$ cat src/rtl/mpmc11_pkg.sv
// Shared types for the mpmc11 LR/SC reservation table.
package mpmc11_pkg;

   // Request opcode as presented by the controller's arbiter.
   typedef enum logic [1:0] {
      READ  = 2'b00,
      LR    = 2'b01,
      WRITE = 2'b10,
      SC    = 2'b11
   } resv_op_t;

   localparam logic TRUE  = 1'b1;
   localparam logic FALSE = 1'b0;

endpackage

$ cat src/rtl/mpmc11_resv_entry.sv
// One reservation entry: owner channel, granule tag and age counter.
// Allocation is decided by the parent; this entry only reports its matches
// and applies set / invalidate / expiry to itself.
module mpmc11_resv_entry
   import mpmc11_pkg::*;
#(
   parameter int CHW     = 3,
   parameter int TW      = 27,
   parameter int TIMEOUT = 16,
   parameter int AGW     = 5
) (
   input  logic           clk,
   input  logic           rst,
   input  logic           clr,      // flush everything, beats every other update
   input  logic           alloc,    // LR chosen this entry
   input  logic           is_wr,    // valid WRITE this cycle
   input  logic           is_sc,    // valid SC this cycle
   input  logic           sc_hit,   // table-wide SC success this cycle
   input  logic [CHW-1:0] req_ch,
   input  logic [TW-1:0]  req_tag,
   output logic           valid,
   output logic           own,      // valid and owned by the requesting channel
   output logic           hit       // valid, owned by requester and same tag
);

   typedef struct packed {
      logic           valid;
      logic [CHW-1:0] ch;
      logic [TW-1:0]  tag;
      logic [AGW-1:0] age;
   } entry_t;

   // Last age value before expiry; unused when ageing is disabled.
   localparam logic [AGW-1:0] AGE_LAST = (TIMEOUT > 0) ? AGW'(TIMEOUT - 1) : '0;

   entry_t q, d;
   logic   tag_m;
   logic   inv;
   logic   expire;

   assign valid = q.valid;
   assign own   = q.valid && (q.ch == req_ch);
   assign tag_m = q.valid && (q.tag == req_tag);
   assign hit   = own && tag_m;

   // A write kills other channels' reservations on the granule; an SC kills
   // the whole granule on success, otherwise only the caller's own entry.
   assign inv    = (is_wr && tag_m && !own) ||
                   (is_sc && (sc_hit ? tag_m : own));
   assign expire = (TIMEOUT > 0) && q.valid && (q.age == AGE_LAST);

   // Next-state: flush, then LR set, then request invalidation / expiry, else age.
   always_comb begin
      d = q;
      if (clr) begin
         d.valid = FALSE;
         d.age   = '0;
      end else if (alloc) begin
         d.valid = TRUE;
         d.ch    = req_ch;
         d.tag   = req_tag;
         d.age   = '0;
      end else if (inv || expire) begin
         d.valid = FALSE;
         d.age   = '0;
      end else if (q.valid && (TIMEOUT > 0)) begin
         d.age = q.age + 1'b1;
      end
   end

   // Entry register.
   always_ff @(posedge clk) begin
      if (rst) q <= '0;
      else     q <= d;
   end

endmodule

$ cat src/rtl/mpmc11_resv_table.sv
// LR/SC reservation table: NAR entries shared by NCH channels. Chooses the
// entry an LR lands in, computes the SC verdict and registers it for the
// following cycle.
module mpmc11_resv_table
   import mpmc11_pkg::*;
#(
   parameter int NCH     = 8,
   parameter int NAR     = 4,
   parameter int AW      = 32,
   parameter int GRAN    = 5,
   parameter int TIMEOUT = 16
) (
   input  logic                    clk,
   input  logic                    rst,
   input  logic                    req_v,
   input  logic [$clog2(NCH)-1:0]  req_ch,
   input  logic [1:0]              req_op,
   input  logic [AW-1:0]           req_adr,
   input  logic                    clr_all,
   output logic                    sc_done,
   output logic                    sc_ok,
   output logic [NAR-1:0]          resv_v
);

   localparam int CHW = $clog2(NCH);
   localparam int TW  = AW - GRAN;
   localparam int AGW = (TIMEOUT > 0) ? $clog2(TIMEOUT + 1) : 1;
   localparam int RRW = (NAR > 1) ? $clog2(NAR) : 1;

   logic [TW-1:0]  req_tag;
   logic           is_lr, is_wr, is_sc;
   logic           sc_hit;
   logic [NAR-1:0] own_vec, hit_vec, alloc_vec;
   logic [RRW-1:0] rr;
   logic [RRW-1:0] sel;
   logic           found;
   logic           rr_adv;

   // Bytes within a granule never distinguish reservations.
   assign req_tag = req_adr[AW-1:GRAN];

   // A flush drops a concurrent LR; WRITE/SC are harmless under a flush.
   assign is_lr  = req_v && (req_op == LR) && !clr_all;
   assign is_wr  = req_v && (req_op == WRITE);
   assign is_sc  = req_v && (req_op == SC);
   assign sc_hit = |hit_vec;

   // LR placement: caller's own entry, else lowest free entry, else replace rr.
   always_comb begin
      sel       = '0;
      found     = FALSE;
      rr_adv    = FALSE;
      alloc_vec = '0;
      for (int i = 0; i < NAR; i++) begin
         if (!found && own_vec[i]) begin
            sel   = RRW'(i);
            found = TRUE;
         end
      end
      for (int i = 0; i < NAR; i++) begin
         if (!found && !resv_v[i]) begin
            sel   = RRW'(i);
            found = TRUE;
         end
      end
      if (!found) begin
         sel    = rr;
         rr_adv = is_lr;
      end
      if (is_lr) alloc_vec[sel] = TRUE;
   end

   // Replacement pointer moves only when an LR had to evict.
   always_ff @(posedge clk) begin
      if (rst)         rr <= '0;
      else if (rr_adv) rr <= (rr == RRW'(NAR - 1)) ? '0 : rr + 1'b1;
   end

   // SC verdict, presented the cycle after the SC request.
   always_ff @(posedge clk) begin
      if (rst) begin
         sc_done <= FALSE;
         sc_ok   <= FALSE;
      end else begin
         sc_done <= is_sc;
         sc_ok   <= is_sc && sc_hit && !clr_all;
      end
   end

   for (genvar g = 0; g < NAR; g++) begin : g_entry
      mpmc11_resv_entry #(
         .CHW     (CHW),
         .TW      (TW),
         .TIMEOUT (TIMEOUT),
         .AGW     (AGW)
      ) u_entry (
         .clk     (clk),
         .rst     (rst),
         .clr     (clr_all),
         .alloc   (alloc_vec[g]),
         .is_wr   (is_wr),
         .is_sc   (is_sc),
         .sc_hit  (sc_hit),
         .req_ch  (req_ch),
         .req_tag (req_tag),
         .valid   (resv_v[g]),
         .own     (own_vec[g]),
         .hit     (hit_vec[g])
      );
   end

endmodule

$ cat config.mk
export PLATFORM = sky130hd
export DESIGN_NAME = mpmc11_resv_table
export DESIGN_NICKNAME = d
export VERILOG_FILES = /design/src/rtl/mpmc11_pkg.sv /design/src/rtl/mpmc11_resv_entry.sv /design/src/rtl/mpmc11_resv_table.sv
export SDC_FILE = /design/constraint.sdc
export NUM_CORES = 1
export LEC_CHECK = 0
export ABC_AREA = 0
export ABC_CLOCK_PERIOD_IN_PS = 2150
export BUFFER_PORTS_ARGS = -buffer_cell sky130_fd_sc_hd__buf_4
export CAP_MARGIN = 20
export CORE_MARGIN = 2
export CORE_UTILIZATION = 57
export CTS_BUF_LIST = sky130_fd_sc_hd__clkbuf_4 sky130_fd_sc_hd__clkbuf_8
export DETAILED_ROUTE_END_ITERATION = 6
export HOLD_SLACK_MARGIN = 0.03
export MAX_ROUTING_LAYER = met4
export PLACE_DENSITY = 0.87
export RECOVER_POWER = 50
export SETUP_SLACK_MARGIN = 0.5
export SLEW_MARGIN = 25
export SYNTH_ARGS = -nofsm -noshare
export SYNTH_HDL_FRONTEND = slang
export SYNTH_SLANG_ARGS = --single-unit
export TNS_END_PERCENT = 1
$ cat constraint.sdc
create_clock -name clk -period 2.15 [get_ports clk]
set_clock_uncertainty 0.15 [all_clocks]
set_input_delay 0.215 -clock clk [delete_from_list [all_inputs] [get_ports clk]]
set_output_delay 0.215 -clock clk [all_outputs]
set_load 0.05 [all_outputs]
# [Word level (Yosys, flattened, before mapping)]
# Index checks and enable logic that the tools add are counted.
# W data, S select, Z words.
[op_classes] add_sub_neg=5 n_lt_le_gt_ge=2 n_eq_ne=16 muxes=33 n_bitwise=1 reduce_logical=80
[op_table] operator="$eq A27 B27 Y1" count=4
[op_table] operator="$logic_and A1 B1 Y1" count=42
[op_table] operator="$mux W1" count=23
[op_table] operator="$add A5 B1 Y5 const B" count=4
[op_table] operator="$eq A5 B4 Y1 const B" count=4
[op_table] operator="$reduce_or A4 Y1" count=5
[op_table] operator="$logic_not A1 Y1" count=16
[op_table] operator="$mux W2" count=8
[op_table] operator="$eq A3 B3 Y1" count=4
[op_table] operator="$logic_or A1 B1 Y1" count=8
[op_table] operator="$reduce_and A2 Y1" count=4
[op_table] operator="$reduce_bool A2 Y1" count=4
[op_table] operator="$eq A2 B2 Y1 const B" count=3
[op_table] operator="$mux W4" count=1
[op_table] operator="$lt A2 B3 Y1 const B" count=1
[op_table] operator="$add A2 B1 Y2 const B" count=1
[op_table] operator="$demux W1 S2" count=1
[op_table] operator="$eq A2 B1 Y1 const B" count=1
[op_table] operator="$ge A2 B1 Y1 const B" count=1
[op_table] operator="$reduce_or A2 Y1" count=1
[op_table] operator="$not A1 Y1" count=1
[word_totals] regBits=148 inputBits=41 word_cells=156

# [Longest topological paths before layout]
[depth] ltp_word=31 depth_mapped=11 mapped_depth_nobuf=7

# [By module]
# Synthesis repeated with hierarchy kept, for this count alone.
[hier_totals] hier_cells=896 hier_area_um2=7333.3
[by_module_without_submodules] mod="mpmc11_resv_entry" n_inst=4 cells_each=214 area_per_inst_um2=1755.4
[by_module_without_submodules] mod="mpmc11_resv_table" n_inst=1 cells_each=40 area_per_inst_um2=311.5

# [Worst setup path after synthesis]
# OpenSTA, ideal clock, no wires.
[synth_timing] kind="input to register" startpoint="in req_adr[12]" endpoint="reg g_entry[3].u_entry.q[4] (netlist bit)" setup_time_ns=0.100 arrival_ns=1.875 slack_ns=0.025 path_stages=8 path_cell_list="buf_2 -> xor2_1 -> nor4_1 -> nand3_1 -> or3_1 -> o2111ai_2 -> o31ai_2 -> a2111oi_4"
[synth_via] elab_chain_cells=9 elab_cells_between_ends=20 cone_classes="eq/ne: 4; mux: 1; reduce/logical: 15"
[synth_rtl] item="from (decl)" line_no="mpmc11_resv_table.sv:18" text="input logic [AW-1:0] req_adr,"
[synth_rtl] item="$eq A27 B27 Y1" line_no="mpmc11_resv_entry.sv:43" text="assign tag_m = q.valid && (q.tag == req_tag);"
[synth_rtl] item="$logic_and A1 B1 Y1" line_no="mpmc11_resv_entry.sv:43"
[synth_rtl] item="$logic_and A1 B1 Y1" line_no="mpmc11_resv_entry.sv:44" text="assign hit = own && tag_m;"
[synth_rtl] item="$reduce_or A4 Y1" line_no="mpmc11_resv_table.sv:46" text="assign sc_hit = |hit_vec;"
[synth_rtl] item="$mux W1" line_no="mpmc11_resv_entry.sv:49" text="(is_sc && (sc_hit ? tag_m : own));"
[synth_rtl] item="$logic_and A1 B1 Y1" line_no="mpmc11_resv_entry.sv:49"
[synth_rtl] item="$logic_or A1 B1 Y1 (*)" line_no="mpmc11_resv_entry.sv:48" text="assign inv = (is_wr && tag_m && !own) ||"
[synth_rtl] item="$logic_or A1 B1 Y1 (*)" line_no="mpmc11_resv_entry.sv:63" text="end else if (inv || expire) begin"
[synth_rtl] item="$reduce_or A4 Y1 (no line) (*)"
[synth_rtl] item="to (signal assigned)" line_no="mpmc11_resv_entry.sv:73" text="if (rst) q <= '0;"
[synth_rtl] item="to (signal assigned)" line_no="mpmc11_resv_entry.sv:74" text="else q <= d;"
[synth_rtl] item="to (decl)" line_no="mpmc11_resv_entry.sv:36" text="entry_t q, d;"
# Every way passes the cells marked *; elsewhere a longest branch is shown, timed or not.
# A chain may end at the register's enable or synchronous reset.

# [Worst setup path after layout]
[layout_timing] startpoint="reg g_entry[2].u_entry.q[25] (netlist bit)" endpoint="reg g_entry[0].u_entry.q[4] (netlist bit)"
[layout_via] elab_chain_cells=9
[layout_rtl] item="from (decl)" line_no="mpmc11_resv_entry.sv:36"
[layout_rtl] item="from (signal assigned)" line_no="mpmc11_resv_entry.sv:73"
[layout_rtl] item="from (signal assigned)" line_no="mpmc11_resv_entry.sv:74"
[layout_rtl] item="$eq A27 B27 Y1" line_no="mpmc11_resv_entry.sv:43"
[layout_rtl] item="$logic_and A1 B1 Y1" line_no="mpmc11_resv_entry.sv:43"
[layout_rtl] item="$logic_and A1 B1 Y1" line_no="mpmc11_resv_entry.sv:44"
[layout_rtl] item="$reduce_or A4 Y1" line_no="mpmc11_resv_table.sv:46"
[layout_rtl] item="$mux W1" line_no="mpmc11_resv_entry.sv:49"
[layout_rtl] item="$logic_and A1 B1 Y1" line_no="mpmc11_resv_entry.sv:49"
[layout_rtl] item="$logic_or A1 B1 Y1" line_no="mpmc11_resv_entry.sv:48"
[layout_rtl] item="$logic_or A1 B1 Y1" line_no="mpmc11_resv_entry.sv:63"
[layout_rtl] item="$reduce_or A4 Y1 (no line)"
[layout_rtl] item="to (signal assigned)" line_no="mpmc11_resv_entry.sv:73"
[layout_rtl] item="to (signal assigned)" line_no="mpmc11_resv_entry.sv:74"
[layout_rtl] item="to (decl)" line_no="mpmc11_resv_entry.sv:36"
# No other way between the ends.

==> summary.md <==
| Metric | Value |
|---|---|
| Die Span X | 118.5 µm |
| Peak supply drop | 0.0008164 V |
| DP HPWL | 12.49 mm |
| Largest net degree at the start of global routing | 124 |
| First-pass GRT wire length | 33.67 mm |
| Fin worst setup slack | -0.2195 ns |
| CP Data Arrival Time | 2.58 ns |
| Post-synth EDFFs | 0 |
| Most common cell in the netlist | dfxtp_1 |
| Vias in the first global route | 6742 |
| P_leak | 0.003855 µW |
| Total wire length | ~21 mm |
| Status | complete, but fails checks |
| Grt ovf | 0 |
| Clk Latency, worst-skew pair | 0.47 ns |
| Post-synth top area share | 39.65% |
| Largest fanout on the critical path | 5 |
| Via count | 6508 |
| Fillers | 832 |
| Num ports | 47 |
| Slew @ Worst Pin | 1.435 ns |
| WL/cell | 19.30 µm |
| Rel. slew slack | 4.308% |
| Final clock period utilization by the worst path | 110.2% |
| Core ar. | about 13000 µm² |
| Type of the worst setup path | flop to flop |
| Post-synth top flop | dfxtp_1 |
| Asr flop ratio synth | 0% |
| CP endpoint kind | flop |
| Most frequent cells after synthesis | dfxtp_1 (148), nor2_1 (104), mux2i_1 (94), xnor2_1 (94), nand2_1 (77) |
| Average size of a mapped cell | ~9 µm² |
| Post-Syn Instances | between 800 and 900 |
| Synth area leader | dfxtp_1 |
| Max Fclk | 0.4220 GHz |
| DR DRC count | 0 |
| Netlist cell types | 55 |
| Area occupied by multi-input gates | between 4000 and 5000 µm² |
| Req. time, crit path | between 2 and 2.5 ns |
| Worst min path class | primary input to flop |
| DIE AREA | 14040 µm² |
| Final #Nets | 966 |
| Count of final hold-check violations | 0 |
| # H-tree levels | 4 |
| GRT Total Usage | 31.32% |
| Final Slew Violations | 0 |
| Sequential area share after synthesis | 39.65% |
| Die Height | 118.5 µm |
| Cell Pwr Density | 604.6 nW/µm² |
| YS warnings | 0 |
| Cell Rows | 41 |
| Input/output buffers | 41 |
| Root buf cell | clkbuf_8 |
| Unrepaired setup endpoints after global routing | yes |
| Post-layout min period | 2.369 ns |
| Violated checks | negative setup slack |
| Antenna cells | 0 |
| Area contributors post-synth | dfxtp_1 (40%), mux2i_1 (13%), xnor2_1 (11%) |
| Pre-antenna DRT Iters | 5 |
| Layout area overhead | 26.52% |
| Syn Nets | 861 |
| Final ANT Viol Nets | 0 |
| Storage element area | 2979 µm² |
| Clk sinks | roughly 150 |
| Total negative setup slack | -8.870 ns |
| Clock Path Buffers | 2 |
| Final setup fails | 110 |
| Clock-pin slew on the worst setup and hold paths | 0.09 ns |
| Cts bufs inserted | 17 |
| Worst setup SP type | flop |
| Initial drt markers | 452 |
| Layout cell share with drive strength beyond 1 | 23.79% |
| Synthesized area | 7473 µm² |
| Max_cap viols | 0 |
| Vias/cell | 5.911 |
| Flops & latches, synth | about 150 |
| Starting Density | 58.74% |
| Hold Slack | 0.03871 ns |
| CTS tree | done |
| GPL Wtd Cong | 0.9064 |
| Initial antenna violation count | 0 |
cells by family after synthesis:
family / share of synthesized area (%)
XOR/XNOR: 15.47
AO/OA/AOI/OAI: 6.245
AND/OR/NAND/NOR: 18.13
adder cells (fa/ha/maj): 1.507
multiplexers: 12.74
flip-flops: 39.65
buffers and inverters: 6.262
final timing paths:
path,start,end,slack [ns],cells after the start
hold reg to reg,g_entry[0].u_entry.q[20],g_entry[0].u_entry.q[20],0.32,2
hold / removal,req_adr[7],g_entry[0].u_entry.q[7],0.04,4
setup reg to reg,g_entry[2].u_entry.q[25],g_entry[0].u_entry.q[4],-0.22,8
setup / recovery,g_entry[2].u_entry.q[25],g_entry[0].u_entry.q[4],-0.22,8
stage by stage:
step	setup slack, ns	cells	util, %	area [µm²]	power [µW]
after floorplan	0.1166	811	-	7662	3136
after global placement	-0.1857	1027	65.34	8313	3277
after detailed placement	-0.2468	1027	65.34	8313	3286
after CTS	-0.1402	1101	73.56	9359	5679
after global routing	-0.3104	1101	74.32	9455	5878
final	-0.2195	1101	74.32	9455	5717
power breakdown:
part           switching, µW  leakage (µW)  total (µW)  internal [µW]
logic                    309       0.00244         573            264
clock network           1090      0.000219        2380           1290
registers               11.1       0.00120        2760           2750
total                   1410       0.00385        5720           4310
registers in the layout, indices dropped and copies added, names as in the netlist:
register / cells
g_entry.u_entry.q: 140
g_entry.u_entry.valid: 4
rr: 2
sc_done: 1
sc_ok: 1
worst max-delay path, stage by stage, from the launching register on:
cell and delay (ns):
dfxtp_1 0.34, xor2_1 0.16, nor4_2 0.29, buf_4 0.18, nand4_1 0.20, or3_4 0.40, o2111ai_4 0.15, o221ai_4 0.16
a2111oi_2 0.21
cells in the final DEF, fill, tap and decap left out, drive strengths merged, types with 2 or more instances in the layout:
| cell | instances |
|---|---|
| nand2b | 2 |
| inv | 9 |
| xnor2 | 94 |
| clkinv | 3 |
| and4 | 3 |
| a2111oi | 3 |
| o21ai | 4 |
| clkinvlp | 2 |
| clkbuf | 28 |
| nor3 | 17 |
| or3 | 2 |
| nor3b | 2 |
| xor2 | 38 |
| a21oi | 34 |
| nand3b | 3 |
| o211ai | 3 |
| nor2 | 104 |
| o2111ai | 5 |
| dlygate4sd3 | 41 |
| and3 | 7 |
| o221ai | 2 |
| mux2i | 94 |
| o31ai | 2 |
| bufinv | 3 |
| nor4 | 16 |
| ha | 9 |
| dfxtp | 148 |
| or2 | 3 |
| buf | 111 |
| nand4 | 36 |
| nand3 | 8 |
| nand2 | 77 |
layout make-up:
class,count,area share (%)
Clock inverter,10,1.535
Multi-Input combinational cell,584,46.75
Timing Repair Buffer,158,14.52
Tap cell,172,2.276
Clock buffer,22,3.136
Inverter,7,0.2779
Sequential cell,148,31.51
routing by layer:
layer  part of all wire (%)  GRT usage, %
met5                      0             -
met4                    4.7         15.70
met3                    6.3         8.205
met2                     51         52.67
met1                     38         34.27
timing repair:
item,CTS,global route
endpoints found under the setup margin,149,150
hold buffers,41,0
buffers inserted,1,0
pin swaps,13,12
endpoints found under the hold margin,87,0
resized for setup,36,29
Power figures use the tool's default switching activity.
